[src/rtl/mips_pkg.sv]
// Shared encodings for the MIPS pipeline control blocks: write-back source
// codes, forwarding mux selects, multiplier tracker states and a register
// compare helper that treats $zero as never matching.
package mips_pkg;

    localparam logic [2:0] WB_ALU = 3'b000;
    localparam logic [2:0] WB_MEM = 3'b001;
    localparam logic [2:0] WB_HI  = 3'b010;
    localparam logic [2:0] WB_LO  = 3'b011;
    localparam logic [2:0] WB_PC8 = 3'b100;

    localparam logic [1:0] FWD_RF  = 2'b00;
    localparam logic [1:0] FWD_WB  = 2'b01;
    localparam logic [1:0] FWD_MEM = 2'b10;

    typedef enum logic {
        MULT_IDLE = 1'b0,
        MULT_BUSY = 1'b1
    } mult_state_t;

    // $zero is hard-wired, so a write to it never creates a dependency.
    function automatic logic reg_match(input logic [4:0] dst, input logic [4:0] src);
        return (dst != 5'd0) && (dst == src);
    endfunction

endpackage

[src/rtl/mult_tracker.sv]
// Multiplier occupancy tracker. The FSM state is exported so the parent can
// derive mult_busy and so checkers can observe the FSM directly.
//
// mcnt is loaded with MULT_LAT-1 when a multiply issues and counts down once
// per BUSY cycle. The tracker leaves BUSY after the cycle in which mcnt is 1
// (or 0 when MULT_LAT is 1), so the issue cycle plus the BUSY cycles span
// exactly MULT_LAT cycles for MULT_LAT >= 2, and MULT_LAT = 1 still gets one
// BUSY cycle. A second multstartE while BUSY reloads the counter.
import mips_pkg::*;

module mult_tracker #(
    parameter int MULT_LAT = 4
) (
    input  logic        clk,
    input  logic        rst,
    input  logic        multstartE,
    output mult_state_t state
);

    localparam logic [3:0] LAT_LOAD = 4'(MULT_LAT - 1);

    mult_state_t state_next;
    logic [3:0]  mcnt;
    logic [3:0]  mcnt_next;

    // State and counter registers; reset may land mid-multiply.
    always_ff @(posedge clk or posedge rst) begin
        if (rst) begin
            state <= MULT_IDLE;
            mcnt  <= 4'd0;
        end else begin
            state <= state_next;
            mcnt  <= mcnt_next;
        end
    end

    // Next-state and countdown logic.
    always_comb begin
        state_next = state;
        mcnt_next  = mcnt;
        case (state)
            MULT_IDLE: begin
                if (multstartE) begin
                    state_next = MULT_BUSY;
                    mcnt_next  = LAT_LOAD;
                end
            end
            MULT_BUSY: begin
                if (multstartE) begin
                    mcnt_next = LAT_LOAD;
                end else if (mcnt <= 4'd1) begin
                    state_next = MULT_IDLE;
                    mcnt_next  = 4'd0;
                end else begin
                    mcnt_next = mcnt - 4'd1;
                end
            end
            default: begin
                state_next = MULT_IDLE;
                mcnt_next  = 4'd0;
            end
        endcase
    end

endmodule

[src/rtl/hazard_unit.sv]
// Hazard detection and forwarding control for the 5-stage MIPS pipeline.
// All stall/flush/forward outputs are combinational from the current stage
// fields; the only state is the multiplier tracker and the stall counter.
// While rst is high every control output is held low.
import mips_pkg::*;

module hazard_unit #(
    parameter int MULT_LAT = 4,
    parameter int CNT_W    = 32
) (
    input  logic             clk,
    input  logic             rst,
    input  logic [4:0]       rsD,
    input  logic [4:0]       rtD,
    input  logic [1:0]       branchD,
    input  logic [2:0]       wbsrcD,
    input  logic             multstartD,
    input  logic [4:0]       rsE,
    input  logic [4:0]       rtE,
    input  logic [4:0]       writeregE,
    input  logic             RegWriteE,
    input  logic [2:0]       WBSrcE,
    input  logic             multstartE,
    input  logic [4:0]       writeregM,
    input  logic             RegWriteM,
    input  logic [2:0]       WBSrcM,
    input  logic [4:0]       writeregW,
    input  logic             RegWriteW,
    output logic             stallF,
    output logic             stallD,
    output logic             flushE,
    output logic             forwardAD,
    output logic             forwardBD,
    output logic [1:0]       forwardAE,
    output logic [1:0]       forwardBE,
    output logic             mult_busy,
    output logic [CNT_W-1:0] stall_cnt
);

    mult_state_t mult_state;
    logic        busy_raw;
    logic        lwstall;
    logic        brstall;
    logic        multstall;
    logic        stall;
    logic [1:0]  fwd_a;
    logic [1:0]  fwd_b;

    mult_tracker #(
        .MULT_LAT (MULT_LAT)
    ) u_mult_tracker (
        .clk        (clk),
        .rst        (rst),
        .multstartE (multstartE),
        .state      (mult_state)
    );

    // Execute-stage operand selects; the younger M result beats W.
    always_comb begin
        fwd_a = FWD_RF;
        fwd_b = FWD_RF;
        if (RegWriteM && reg_match(writeregM, rsE))      fwd_a = FWD_MEM;
        else if (RegWriteW && reg_match(writeregW, rsE)) fwd_a = FWD_WB;
        if (RegWriteM && reg_match(writeregM, rtE))      fwd_b = FWD_MEM;
        else if (RegWriteW && reg_match(writeregW, rtE)) fwd_b = FWD_WB;
    end

    // Stall sources: load-use, branch compare not yet resolvable, and
    // HI/LO readers or a second multiply while the multiplier is occupied.
    always_comb begin
        busy_raw  = (mult_state == MULT_BUSY) || multstartE;
        lwstall   = RegWriteE && (WBSrcE == WB_MEM) &&
                    (reg_match(writeregE, rsD) || reg_match(writeregE, rtD));
        brstall   = (branchD != 2'b00) &&
                    ((RegWriteE && (reg_match(writeregE, rsD) || reg_match(writeregE, rtD))) ||
                     (RegWriteM && (WBSrcM == WB_MEM) &&
                      (reg_match(writeregM, rsD) || reg_match(writeregM, rtD))));
        multstall = busy_raw && (multstartD || (wbsrcD == WB_HI) || (wbsrcD == WB_LO));
        stall     = !rst && (lwstall || brstall || multstall);
    end

    // Output drive, forced quiet while reset is asserted.
    always_comb begin
        stallF    = stall;
        stallD    = stall;
        flushE    = stall;
        forwardAD = 1'b0;
        forwardBD = 1'b0;
        forwardAE = FWD_RF;
        forwardBE = FWD_RF;
        mult_busy = 1'b0;
        if (!rst) begin
            forwardAD = RegWriteM && reg_match(writeregM, rsD) && (WBSrcM != WB_MEM);
            forwardBD = RegWriteM && reg_match(writeregM, rtD) && (WBSrcM != WB_MEM);
            forwardAE = fwd_a;
            forwardBE = fwd_b;
            mult_busy = busy_raw;
        end
    end

    // Saturating count of cycles in which decode was held.
    always_ff @(posedge clk or posedge rst) begin
        if (rst) begin
            stall_cnt <= '0;
        end else if (stall && (stall_cnt != '1)) begin
            stall_cnt <= stall_cnt + CNT_W'(1);
        end
    end

endmodule

[config.mk]
export PLATFORM = sky130hd
export DESIGN_NAME = hazard_unit
export DESIGN_NICKNAME = d
export VERILOG_FILES = /design/src/rtl/mips_pkg.sv /design/src/rtl/mult_tracker.sv /design/src/rtl/hazard_unit.sv
export SDC_FILE = /design/constraint.sdc
export NUM_CORES = 1
export LEC_CHECK = 0
export CELL_PAD_IN_SITES_DETAIL_PLACEMENT = 1
export CELL_PAD_IN_SITES_GLOBAL_PLACEMENT = 1
export CORE_UTILIZATION = 36
export CTS_BUF_LIST = sky130_fd_sc_hd__clkbuf_8
export DETAILED_ROUTE_END_ITERATION = 10
export GPL_TIMING_DRIVEN = 0
export PLACE_DENSITY = 0.93
export RECOVER_POWER = 100
export SYNTH_ARGS = -nofsm -noshare
export SYNTH_HDL_FRONTEND = slang
export SYNTH_HIERARCHICAL = 1
export SYNTH_SLANG_ARGS = --single-unit
[constraint.sdc]
create_clock -name clk -period 11.2 [get_ports clk]
set_input_delay 2.8 -clock clk [delete_from_list [all_inputs] [get_ports clk]]
set_output_delay 2.8 -clock clk [all_outputs]
set_load 0.1 [all_outputs]
* Word-level counts from Yosys, hierarchy flattened
Index checks and enable logic that the tools add are counted.
** Cells by class
- Add/subtract/negate cells :: 2
- Multiply operators :: 0
- Div/mod/pow operators :: 0
- $lt $le $gt $ge :: 1
- Eq/ne operators :: 15
- Shifts and indexed selects :: 0
- Mux-type cells :: 17
- Bitwise gates (word level) :: 1
- Reduce and logical (&&, ||, !) cells :: 38
** Operators by type and width (count)
- == test 5 bit :: 8
- adder 32 x 1 -> 32 bit, second input constant :: 1
- != test 32 bit, second input constant :: 1
- logical AND 1 bit :: 25
- nonzero test 5 bit :: 3
- 2-to-1 mux 4 bit :: 3
- logical OR 1 bit :: 8
- 2-to-1 mux 1 bit :: 8
- 2-to-1 mux 2 bit :: 4
- case mux 4 bit (2 select lines) :: 1
- == test 3 x 1 -> 1 bit, second input constant :: 2
- == test 3 x 2 -> 1 bit, second input constant :: 2
- less-or-equal comparator 4 x 1 -> 1 bit, second input constant :: 1
- subtractor 4 x 1 -> 4 bit, second input constant :: 1
- != test 3 x 1 -> 1 bit, second input constant :: 1
- != test 2 bit, second input constant :: 1
- case mux 1 bit (2 select lines) :: 1
- nonzero test 2 bit :: 1
- logical NOT 1 bit :: 1
- NOT 1 bit :: 1
** Word-level totals
- Register bits after elaboration :: 37
- Bits in latches :: 0
- Bits in writable memories :: 0
- ROM bits :: 0
- Output and inout port bits :: 42
- Logic and storage cells :: 77
- Memories :: 0

* Depth between registers and ports, before layout
Gate-level depths: netlist (run 1).
- Depth in word-level cells :: 10
- Gate-level depth with buffers :: 9

* By module
Netlist (run 1), hierarchy kept.
** Modules (own cells, without submodules)
- hazard_unit :: times used 1, cells each 235, area each 2189.6 um^2, sequential area each 800.8 um^2
- mult_tracker :: times used 1, cells each 26, area each 266.5 um^2, sequential area each 125.1 um^2

* Least setup slack after synthesis (run 1)
OpenSTA, ideal clock, no wires.
- Path kind :: input-to-output
- From :: input writeregM[0]
- To :: output forwardBD
- Data arrival time :: 6.514 ns
- Required time :: 8.400 ns
- Path slack :: 1.886 ns
- Stages :: 5
- Buffers on the path :: 1
- Path through :: buf_2 > xnor2_1 > nand3_1 > nor3_1 > nor4b_1
** Between the ends
- Word-level cells in the longest chain between the ends :: 5
- Elaborated cells on any way between the ends :: 6
- Classes of those cells :: eq/ne (1); mux (1); reduce/logical (4)
** Ends and longest elaborated chain
- start, declared :: line hazard_unit.sv:24 : input logic [4:0] writeregM,
- == test 5 bit or nonzero test 5 bit (tied branches) :: line mips_pkg.sv:23 : return (dst != 5'd0) && (dst == src);
- logical AND 1 bit * :: line mips_pkg.sv:23
- logical AND 1 bit * (2 in a row) :: line hazard_unit.sv:94 : forwardBD = RegWriteM && reg_match(writeregM, rtD) && (WBSrcM != WB_MEM);
- 2-to-1 mux 1 bit * :: line hazard_unit.sv:92 : if (!rst) begin
- end, declared :: line hazard_unit.sv:33 : output logic forwardBD,
Mark *: on every way between the ends. The rest lies on a longest branch, timed or not.

* Worst setup path after layout (run 1)
- From :: input rst
- To :: output stallF
** Between the ends
- Word-level cells in the longest chain between the ends :: 2
** Ends and longest elaborated chain
- start, declared :: line hazard_unit.sv:12 : input logic rst,
- logical NOT 1 bit (no line)
- logical AND 1 bit :: line hazard_unit.sv:79 : stall = !rst && (lwstall || brstall || multstall);
- end, declared :: line hazard_unit.sv:29 : output logic stallF,
No other way between the ends.

==> metrics.yaml, run 1 <==
placed_design:
  post_dp_cell_area_mm2: 0.00343
  place.gp.congestion: 0.848
  dpl_worst_slack_ns: 1.47
  io_buffer_count: 88
  hpwl_um: 6230
clocking:
  clock-sinks: 37
  post_cts.repair.setup_buffers: 0
  clockRootBuffer: "clkbuf_8"
  cts_hold_buf: 0
  cts_tree: "done"
  cts_buffer_depth: 2
  worstSkewPairLatency_ns: 0.30
  cts.clk_slew.worst_paths_ns: 0.07
  h-tree-depth: 2
  cts_buffers: 5
  cts_resized: 0
layout:
  antennaDiodeCount: 0
  area_growth_pct: 42.5
  final_util_pct: 54.2
  layout-drive-gt1-share_pct: 4.48
  finalNetCount: 412
  final_area_mm2: 0.00350
global_routing:
  grt_pass1_vias: 2555
  antenna_found_initial: 0
  grt_overflow: 0
  grt_pass1_wl_um: 13300
  grtUsageTotal_pct: 23.8
  grt_max_degree: 35
timing:
  min_period_ns: 9.75
  fin_worst_skew_ns: 0.0112
  finalSetupTns_ns: 0
  hold_viol_final: 0
  setup-violations-final: 0
  slew_viol_final: 0
  timing.final.crit_share_pct: 87.0
  tightest_slew_ns: 1.33
  maxSlewHeadroom_pct: 11.4
  max_freq_mhz: 103
  rsz0062_at_grt: "false"
  setup_ws_ns: 1.45
synthesis:
  yosys.area.top_type: "dfrtp_1"
  syn_nets: 317
  synth.top_cell.area_share_pct: 37.7
  netlist_area_mm2: 0.00246
  ys_seq_area_share_pct: 37.7
  syn_inst: 261
  synthTopCellsByArea: "dfrtp_1 (38%), xnor2_1 (18%), xor2_1 (6.4%)"
  synthTopCellsByCount: "xnor2_1 (51), dfrtp_1 (37), nand2_1 (21)"
  synth_edf_count: 0
  synth_ff_type: "dfrtp_1"
  ys_ff_latch: 37
  yosysWarnings: 6
  yosysUniqueCellTypes: 38
  synth_async_sr_flop_share_pct: 100
  yosysMostFrequentCell: "xnor2_1"
  syn_area_per_cell_um2: 9.41
power_and_ir_drop:
  p_clk_share_pct: 21.1
  pwr-share-comb_pct: 43.8
  p_sw_uw: 228
  p_per_area_mw_per_mm2: 142
  seq_power_share_pct: 35.1
  totalPowerFinal_uw: 499
  switching_share_pct: 45.7
  ir_drop_uv: 78.1
  intPower_uw: 271
  p_leak_uw: 0.00151
worst_setup_path:
  rr_worst_depth: 6
  r2r_end: "stall_cnt[25]"
  worstSetupPathType: "input pin to primary output"
  rr_startpoint: "stall_cnt[4]"
  end_kind: "primary output"
  critical_path.startpoint_type: "input pin"
  regToRegSetupSlack_ns: 8.58
  crit_fanout: 34
  crit_required_ns: 8.40
  startpoint: "rst"
  cp.arrival_ns: 6.95
floorplan:
  die_area_mm2: 0.00716
  ioPinCount: 95
  die_h_um: 84.6
  coreArea_mm2: 0.00646
  rows: 29
  start_util_pct: 38.0
  die_w_um: 84.6
hold_path:
  min_from: "stall_cnt[21]"
  min_to: "stall_cnt[21]"
  min_delay_path_depth: 1
  hold_class: "register to register"
detailed_routing:
  drcViolationCount: 0
  wire_per_inst_um: 18.2
  drt_first_pass_iters: 6
  routed_wl_um: 7900
  vias: 2342
  drt-vias-per-instance: 5.40
  ant_nets: 0
  drt_iter0_markers: 94
outcome:
  run_status: "complete, no violations"
job:
  drv_cap: 0
==> per-layer routing <==
metal / vias to the layer above / share of wire, % / track usage (%)
li1: 1094 / - / -
met1: 1190 / 43 / 29.1
met2: 45 / 52 / 42.5
met3: 13 / 2.9 / 4.42
met4: 0 / 2.1 / 7.24
met5: - / 0 / 0
==> cells by family after synthesis <==
logic type               after synthesis  synth area share, %
XOR/XNOR                              69                 24.6
multiplexers                           4                 1.78
AO/OA/AOI/OAI                         14                 4.18
adder cells (fa/ha/maj)                3                 1.53
flip-flops                            37                 37.7
AND/OR/NAND/NOR                      113                 26.1
buffers and inverters                 21                 4.07
==> flip-flops by register name (all words and copies together), names as in the netlist <==
signal,cells
u_mult_tracker/mcnt,4
stall_cnt,32
u_mult_tracker/state,1
==> stage by stage <==
step / cells / hold slack [ns]
final: 434 / 0.498
after floorplan: 261 / 0.532
after global routing: 434 / 0.533
after global placement: 426 / 0.477
after detailed placement: 426 / 0.496
after CTS: 434 / 0.508
==> how the worst max path moves through the flow <==
| stage | to | cells after the start | slack, ns |
|---|---|---|---|
| 3_3_place_gp | stallF | 8 | 1.51 |
| 3_5_place_dp | stallF | 8 | 1.47 |
| 6_report | stallF | 8 | 1.45 |
| 4_1_cts | stallF | 8 | 1.47 |
| 2_1_floorplan | forwardBD | 5 | 1.89 |
| 5_1_grt | stallD | 8 | 0.99 |
==> cell type report <==
class,count,area (um2)
buffer,13,61.3
clock buffer,7,96.3
clock inverter,1,5.00
fill,764,2960
inverter,8,30.0
multi-input combinational,203,1410
sequential,37,926
tap,77,96.3
timing repair buffer,88,881
==> critical path: stages <==
cell and delay [ns]:
dlygate4sd3_1 0.55, clkbuf_1 0.21, inv_1 1.01, a41oi_1 0.35, o41ai_1 0.26, buf_2 0.38
buf_4 0.15, dlygate4sd3_1 1.22
==> cells in the final DEF, fill, tap and decap left out, types with 12 or more instances in the layout <==
cell / count
and3_1: 12
dlygate4sd3_1: 44
clkdlybuf4s50_1: 44
nand4_1: 15
xnor2_1: 51
dfrtp_1: 37
xor2_1: 18
nor2_1: 12
nand2_1: 21
nand3_1: 20
==> power by group through the flow <==
stage	sequential [uW]	clock (uW)	combinational (uW)
finish	175	105	218
global route	178	114	231
CTS	175	108	227
detailed placement	177	0	226
global placement	175	0	219
floorplan	251	0	79.9
No activity file was read; power rests on OpenSTA's default activity.
==> run 2, diff against run 1 <==
CTS_BUF_LIST = sky130_fd_sc_hd__clkbuf_4   (was sky130_fd_sc_hd__clkbuf_8)
==> run 2 against run 1 <==
  * Design area down 1.5%
  * Global-route usage down 0.55 points
  * Wire length down 1.4%
  * Clock power down 33%
  * Via count down 0.17%
  * Sequential share of layout area up 0.39 points
  * Count of clock-buffer cells in the layout down 2
  * Sequential cell count unchanged
  * Largest power group unchanged
  * Highest routed layer unchanged
==> metrics.yaml, run 2 (synthesized netlist as in run 1, its figures left out) <==
detailed_routing:
  routed_wl_um: 7790  # -1.4%
  ant_nets: 0  # unchanged
  wire_per_inst_um: 17.9  # -1.4%
  drt_first_pass_iters: 6  # unchanged
  drt_iter0_markers: 69  # -27%
  drcViolationCount: 0  # unchanged
  vias: 2338  # -0.17%
  drt-vias-per-instance: 5.39  # -0.17%
clocking:
  cts_hold_buf: 0  # unchanged
  cts_resized: 0  # unchanged
  clockRootBuffer: "clkbuf_4"
  post_cts.repair.setup_buffers: 0  # unchanged
  cts_buffers: 5  # unchanged
  cts.clk_slew.worst_paths_ns: 0.11  # +0.04 ns
  cts_tree: "done"
  worstSkewPairLatency_ns: 0.36  # +0.06 ns
  cts_buffer_depth: 2  # unchanged
  h-tree-depth: 2  # unchanged
  clock-sinks: 37  # unchanged
power_and_ir_drop:
  totalPowerFinal_uw: 462  # -7.3%
  p_leak_uw: 0.00148  # -1.6%
  ir_drop_uv: 65.2  # -16%
  p_per_area_mw_per_mm2: 134  # -5.9%
worst_setup_path:
  worstSetupPathType: "input pin to primary output"
  crit_required_ns: 8.40  # about the same
  cp.arrival_ns: 6.95  # about the same
  regToRegSetupSlack_ns: 8.62  # +0.04 ns
  critical_path.startpoint_type: "input pin"
  end_kind: "primary output"
  crit_fanout: 34  # unchanged
timing:
  maxSlewHeadroom_pct: 10.5  # -0.92 points
  max_freq_mhz: 103  # about the same
  setup-violations-final: 0  # unchanged
  tightest_slew_ns: 1.34  # +0.0138 ns
  finalSetupTns_ns: 0  # unchanged
  slew_viol_final: 0  # unchanged
  timing.final.crit_share_pct: 87.1  # about the same
  rsz0062_at_grt: "false"
  fin_worst_skew_ns: 0.0200  # +0.00872 ns
  min_period_ns: 9.75  # +0.00537 ns
  hold_viol_final: 0  # unchanged
global_routing:
  antenna_found_initial: 0  # unchanged
  grt_overflow: 0  # unchanged
  grt_max_degree: 35  # unchanged
  grt_pass1_wl_um: 13100  # -0.99%
  grtUsageTotal_pct: 23.3  # -0.55 points
  grt_pass1_vias: 2576  # +0.82%
floorplan:
  rows: 29  # unchanged
  start_util_pct: 38.0  # unchanged
  die_area_mm2: 0.00716  # unchanged
  coreArea_mm2: 0.00646  # unchanged
  die_w_um: 84.6  # unchanged
  ioPinCount: 95  # unchanged
  die_h_um: 84.6  # unchanged
layout:
  largestRegisters: "stall_cnt: 32 flops, u_mult_tracker/mcnt: 4 flops, u_mult_tracker/state: 1 flops"
  layout_common_cells: "xnor2_1 (51), clkdlybuf4s50_1 (44), dlygate4sd3_1 (44)"
  mostFrequentLayoutCell: "xnor2_1"
  largest_register_ffs: 32  # unchanged
  area_growth_pct: 40.4
  finalNetCount: 412  # unchanged
  layout-drive-gt1-share_pct: 3.92  # -0.56 points
  regMostFlops: "stall_cnt"
  antennaDiodeCount: 0  # unchanged
outcome:
  run_status: "complete, no violations"
placed_design:
  io_buffer_count: 88  # unchanged
  place.gp.congestion: 0.848  # unchanged
  hpwl_um: 6230  # unchanged
hold_path:
  hold_class: "register to register"
job:
  drv_cap: 0  # unchanged
==> run 2: cell types whose count changed in the layout (fill, tap and decap cells not counted) <==
| cell | previous run | this run |
|---|---|---|
| clkbuf_8 | 7 | 0 |
| clkbuf_4 | 0 | 5 |
| clkinv_1 | 0 | 2 |
==> run 2: layout make-up <==
| cell class | instances | area [um2] |
|---|---|---|
| flip-flops and latches | 37 | 926 |
| well taps | 77 | 96.3 |
| inverters | 8 | 30.0 |
| repair buffers | 88 | 881 |
| multi-input cells | 203 | 1410 |
| fillers | 761 | 3010 |
| plain buffers | 13 | 61.3 |
| clock buffers | 5 | 37.5 |
| clock inverters | 3 | 12.5 |
==> run 2: worst paths after layout <==
path | to | cells past startpoint | start
min in group asynchronous | u_mult_tracker/mcnt[0] | 2 | rst
worst max register to register | stall_cnt[25] | 6 | stall_cnt[3]
worst min-delay path | stall_cnt[10] | 1 | stall_cnt[10]
worst max-delay path | stallF | 8 | rst
worst min register to register | stall_cnt[10] | 1 | stall_cnt[10]
max in group asynchronous | stall_cnt[1] | 3 | rst
==> run 2: metal layers <==
layer,vias up,global-route usage (%),share of wire (%)
met3,17,3.93,2.7
li1,1096,-,-
met4,0,6.47,2.2
met2,45,42.1,51
met5,-,0,0
met1,1180,28.4,44
==> run 2: power by group <==
part	switching, uW	internal (uW)
Combinational	152	65.0
Sequential	24.5	150
Clock	47.7	22.7
Total	225	237
==> run 2: through the flow <==
stage	cell area (um2)	util, %	cells	worst slack (ns)	hold slack (ns)
6_report	3450	53.4	434	1.45	0.506
5_1_grt	3450	53.4	434	0.990	0.542
4_1_cts	3480	53.9	434	1.48	0.514
3_5_place_dp	3430	53.2	426	1.47	0.496
3_3_place_gp	3430	53.2	426	1.51	0.477
2_1_floorplan	2460	-	261	1.89	0.532
==> run 2: critical path, cell delays in order <==
cell and delay, ns:
dlygate4sd3_1 0.55, clkbuf_1 0.21, inv_1 1.02, a41oi_1 0.35
o41ai_1 0.26, buf_2 0.38, buf_4 0.15, dlygate4sd3_1 1.22
==> run 3, diff against run 2 <==
SLEW_MARGIN = 20   (was default)
==> results of run 3 <==
The final DEF is identical to that of run 2; final timing and power are the same.
Among the figures that moved: setup slack after placement 1.47 ns -> 2.04 ns
